==> src/rtl/dds_pwm_dac.sv <==
// Purpose : PWM output stage behind the DDS generator; one sample per 2^W-clock
//           PWM period over valid/ready, double-buffered, sticky underrun flag.
// Latency : pwm_out follows the counter by 1 clock; a new duty takes effect at the wrap.
// Backpressure: sample_ready (registered) drops while the pending buffer is full.
//
// Ports:
//   clock          rising-edge system clock
//   reset          synchronous active-high reset
//   enable         runs the PWM counter; low forces the output idle
//   sample_in      DDS sample (two's complement when SIGNED_IN=1)
//   sample_valid   sample_in valid
//   sample_ready   pending buffer can take a sample
//   pwm_out        PWM bit toward the RC filter
//   period_start   one-cycle pulse when a period begins and duty is loaded
//   underrun       sticky: a period boundary found no sample available
//   underrun_clear clears underrun (a simultaneous new underrun wins)
module dds_pwm_dac #(
  parameter int DATA_WIDTH = 8,
  parameter bit SIGNED_IN  = 1'b0
) (
  input  logic                  clock,
  input  logic                  reset,
  input  logic                  enable,
  input  logic [DATA_WIDTH-1:0] sample_in,
  input  logic                  sample_valid,
  output logic                  sample_ready,
  output logic                  pwm_out,
  output logic                  period_start,
  output logic                  underrun,
  input  logic                  underrun_clear
);

  // Inverting the MSB maps two's complement onto offset binary, so the most
  // negative input becomes duty 0 and the most positive becomes full scale.
  localparam logic [DATA_WIDTH-1:0] MSB_ONE  = DATA_WIDTH'(1) << (DATA_WIDTH - 1);
  localparam logic [DATA_WIDTH-1:0] MSB_FLIP = SIGNED_IN ? MSB_ONE : '0;
  localparam logic [DATA_WIDTH-1:0] CNT_MAX  = '1;

  logic [DATA_WIDTH-1:0] r_cnt;
  logic [DATA_WIDTH-1:0] r_duty;
  logic [DATA_WIDTH-1:0] r_pending;
  logic                  r_pending_full;
  logic                  r_ready;
  logic                  r_pwm;
  logic                  r_period_start;
  logic                  r_underrun;

  logic                  w_xfer;
  logic                  w_wrap;
  logic [DATA_WIDTH-1:0] w_conv;
  logic [DATA_WIDTH-1:0] w_duty_nxt;
  logic [DATA_WIDTH-1:0] w_pending_nxt;
  logic                  w_pending_full_nxt;
  logic                  w_load_miss;

  assign w_xfer = sample_valid && r_ready;
  assign w_conv = sample_in ^ MSB_FLIP;
  // The last clock of a period; only meaningful while the counter runs.
  assign w_wrap = enable && (r_cnt == CNT_MAX);

  // Buffer/duty update. At the wrap the pending sample has priority; with an
  // empty buffer a sample arriving on that very clock bypasses straight into
  // duty so an exactly-on-time producer never triggers an underrun.
  always_comb begin
    w_duty_nxt         = r_duty;
    w_pending_nxt      = r_pending;
    w_pending_full_nxt = r_pending_full;
    w_load_miss        = 1'b0;
    if (w_wrap) begin
      if (r_pending_full) begin
        w_duty_nxt         = r_pending;
        w_pending_full_nxt = w_xfer;
        if (w_xfer) begin
          w_pending_nxt = w_conv;
        end
      end else if (w_xfer) begin
        w_duty_nxt         = w_conv;
        w_pending_full_nxt = 1'b0;
      end else begin
        w_load_miss = 1'b1;
      end
    end else if (w_xfer) begin
      w_pending_nxt      = w_conv;
      w_pending_full_nxt = 1'b1;
    end
  end

  always_ff @(posedge clock) begin
    if (reset) begin
      r_cnt          <= '0;
      r_duty         <= '0;
      r_pending      <= '0;
      r_pending_full <= 1'b0;
      r_ready        <= 1'b0;
      r_pwm          <= 1'b0;
      r_period_start <= 1'b0;
      r_underrun     <= 1'b0;
    end else begin
      r_duty         <= w_duty_nxt;
      r_pending      <= w_pending_nxt;
      r_pending_full <= w_pending_full_nxt;
      // Ready looks at the next buffer state, so a full buffer never sees a
      // second transfer.
      r_ready        <= !w_pending_full_nxt;
      r_period_start <= w_wrap;
      if (enable) begin
        r_cnt <= r_cnt + DATA_WIDTH'(1);
        // Compare uses the duty in force now; at the wrap clock cnt is the
        // maximum, so the output is low there for any duty (never 100%).
        r_pwm <= (r_cnt < r_duty);
      end else begin
        r_cnt <= '0;
        r_pwm <= 1'b0;
      end
      if (w_load_miss) begin
        r_underrun <= 1'b1;
      end else if (underrun_clear) begin
        r_underrun <= 1'b0;
      end
    end
  end

  assign sample_ready = r_ready;
  assign pwm_out      = r_pwm;
  assign period_start = r_period_start;
  assign underrun     = r_underrun;

endmodule

==> config.mk <==
export PLATFORM = sky130hd
export DESIGN_NAME = dds_pwm_dac
export DESIGN_NICKNAME = d
export VERILOG_FILES = /design/src/rtl/dds_pwm_dac.sv
export SDC_FILE = /design/constraint.sdc
export NUM_CORES = 1
export LEC_CHECK = 0
export CAP_MARGIN = 25
export CORE_MARGIN = 2
export CORE_UTILIZATION = 40
export DETAILED_ROUTE_END_ITERATION = 10
export PLACE_DENSITY = 0.57
export SLEW_MARGIN = 20
export SYNTH_ARGS = -nofsm -noshare
export SYNTH_HDL_FRONTEND = slang
export SYNTH_SLANG_ARGS = --single-unit
==> constraint.sdc <==
create_clock -name clock -period 2.25 [get_ports clock]
set_input_delay 0.5625 -clock clock [delete_from_list [all_inputs] [get_ports clock]]
set_output_delay 0.5625 -clock clock [all_outputs]
set_load 0.1 [all_outputs]
==> out/qor.yml <==
vdd_drop_max_mv: 0.2851
io_buffer_count: 16
cts_hold_buf: 0
coreArea_sq_mm: 0.003416
fin_worst_skew_ps: 16.15
rr_endpoint: "r_duty[2]"
hold_class: "reg2reg"
rsz0062_at_grt: "false"
cts_root_buf: "clkbuf_4"
cts_tree: "built"
vias_per_cell: 5.206
cts.sink_count: 29
period_share_pct: 74.87
grt_pass1_vias: 1116
antenna_found_initial: 0
syn_area_per_cell_sq_um: 8.880
min_to: "r_cnt[0]"
p_leak_uw: 0.0006318
gp_congestion: 0.7548
slew_headroom_pct: 62.25
cts_buffers: 5
drive_gt1_share_pct: 13.90
hold_viol_final: 0
worstMarginPinSlew_ps: 564.1
fillers: 343
min_path_cells: 1
p_sw_uw: 260.1
min_from: "r_cnt[0]"
path_clk_slew_ps: 90
fin_nets: 207
switching_share_pct: 25.50
final.min_clock_period_ps: 1684
tns_ps: 0
grt_max_degree: 17
cts_resized: 0
worstReg2RegStart: "r_cnt[0]"
r2r.worst_path.cells: 6
pwr_density_cell_mw_per_mm2: 586.5
die_x_microns: 64.52
vias: 1213
drtPass1Iterations: 4
num_rows: 21
grtUsageTotal_pct: 15.74
syn_area_sq_mm: 0.001465
r2r_slack_ps: 690
fmax_mhz: 593.6
endpoint_kind: "register"
startpoint_type: "input pin"
routedWlPerCell_microns: 12.52
postCtsSetupBuffers: 0
die-height_microns: 64.52
ys_seq_area_share_pct: 39.62
wl_microns: 2916
p_clk_share_pct: 35.7
antenna_left: 0
power_frac_seq_pct: 53.0
ys_ff_latch: 29
grt_pass1_wl_microns: 4912
path_class: "in2reg"
whs_ps: 465.7
synth_cell_types: 35
syn_inst: 165
antenna_cells: 0
regArea_sq_um: 580.6
die_area_sq_mm: 0.004163
internal_power_uw: 759.9
pin_count: 17
clock_path_buffers: 2
crit_required_ps: 2500
cts_htree_levels: 2
path_max_fanout: 16
setup_violations: 0
total_power_uw: 1020
drc: 0
multiInputGateArea_sq_um: 798.3
max-cap-violations: 0
slew_violations: 0
overflow: 0
synth_warnings: 0
clk_latency_ps: 330
syn_nets: 186
crit_arrival_ps: 1930
place_hpwl_microns: 2223
comb_power_share_pct: 11.3
start_util_pct: 42.89
status: "completed"
area_growth_pct: 18.70
drt-initial-drc-count: 39
-- sequential cells by signal, indices dropped and copies added, names as in the netlist --
signal / flops
r_pending_full: 1
r_pending: 8
pwm_out: 1
sample_ready: 1
r_duty: 8
period_start: 1
r_cnt: 8
underrun: 1
-- cell type report --
cell class	count	area share [%]
clock buffer	7	3.741
clock inverter	1	0.2878
inverter	8	1.727
multi-input combinational	119	45.90
sequential	29	33.38
tap	46	3.309
timing repair buffer	23	11.65
-- worst max-delay path, cell delays in order --
cell             delay (ps)
clkdlybuf4s50_1         480
and4_1                  250
and3b_1                 170
buf_4                   200
nor2_1                   70
a211oi_1                200
-- power groups by stage --
stage	Sequential, uW	Clock, uW	Combinational, uW
after detailed placement	553	0	115
after global placement	552	0	113
after global routing	543	404	126
after CTS	541	375	116
after floorplan	560	0	59.0
final	541	364	115
-- metrics by stage --
stage	instance area, sq um	instances	util, %	setup WS [ps]
final	1739	233	50.92	565.5
after global routing	1739	233	50.92	469.9
after CTS	1739	233	50.92	566.9
after detailed placement	1669	225	48.86	222.9
after global placement	1669	225	48.86	256.9
after floorplan	1465	165	-	303.8
-- how the worst max path moves through the flow --
| stage | from | to | slack (ps) | cells after the start |
|---|---|---|---|---|
| final | enable | r_duty[2] | 570 | 6 |
| after global routing | enable | r_duty[0] | 470 | 6 |
| after CTS | enable | r_duty[2] | 570 | 6 |
| after detailed placement | enable | sample_ready | 220 | 6 |
| after global placement | enable | sample_ready | 260 | 6 |
| after floorplan | sample_ready | r_pending[0] | 300 | 4 |
-- cells in the mapped netlist --
library cell  instances  area [sq um]
mux2i_1               8         80.08
o21a_1                1         7.510
buf_1                 1         3.750
nand2_1              14         52.55
o21ba_2               1         10.01
and4_4                1         11.26
or3_1                 1         6.260
nand2b_1              2         12.51
and3b_1               1         8.760
and2_1                1         6.260
buf_2                 3         15.01
a2111oi_2             1         15.01
o221ai_1              8         70.07
inv_1                 8         30.03
o211ai_1              1         7.510
and3_1                8         50.05
a211oi_2              2         25.02
o21ai_0               1         5.000
o2111ai_1             1         8.760
a21oi_1              12         60.06
or3b_1                1         8.760
ha_1                  8         100.1
nor2_1               17         63.81
nor3_1                2         10.01
clkbuf_1              3         11.26
and4_1                1         8.760
buf_8                 1         15.01
nand3_1              11         55.05
a31oi_1               1         6.260
nor2_2                2         12.51
xor2_1                3         26.28
dfxtp_1              29         580.6
xnor2_1               2         17.52
a211oi_1              7         52.55
buf_6                 1         11.26
-- cells by family after synthesis --
logic type / count (synthesis) / share of synthesized area [%]
flip-flops: 29 / 39.62
multiplexers: 8 / 5.466
XOR/XNOR: 5 / 2.989
adder cells (fa/ha/maj): 8 / 6.832
AO/OA/AOI/OAI: 36 / 18.28
AND/OR/NAND/NOR: 62 / 20.92
buffers and inverters: 17 / 5.892
-- cell usage in the layout, fill, tap and decap left out, types with 3 or more instances in the layout --
master           netlist  final
dfxtp_1               29     29
nor2_1                17     17
nand2_1               14     14
a21oi_1               12     12
clkdlybuf4s50_1        0     12
nand3_1               11     11
buf_4                  0     11
inv_1                  8      8
mux2i_1                8      8
and3_1                 8      8
o221ai_1               8      8
ha_1                   8      8
a211oi_1               7      7
clkbuf_4               0      5
xor2_1                 3      3
-- layer usage --
| metal | routed length (microns) | share of wire (%) | up-vias | GRT usage [%] |
|---|---|---|---|---|
| met5 | 0 | 0 | - | 0 |
| met4 | 73 | 2.5 | 0 | 8.777 |
| met3 | 100 | 3.4 | 8 | 4.688 |
| met2 | 1401 | 48 | 23 | 25.78 |
| met1 | 1341 | 46 | 542 | 18.32 |
| li1 | - | - | 640 | - |
Power figures use the tool's default switching activity.
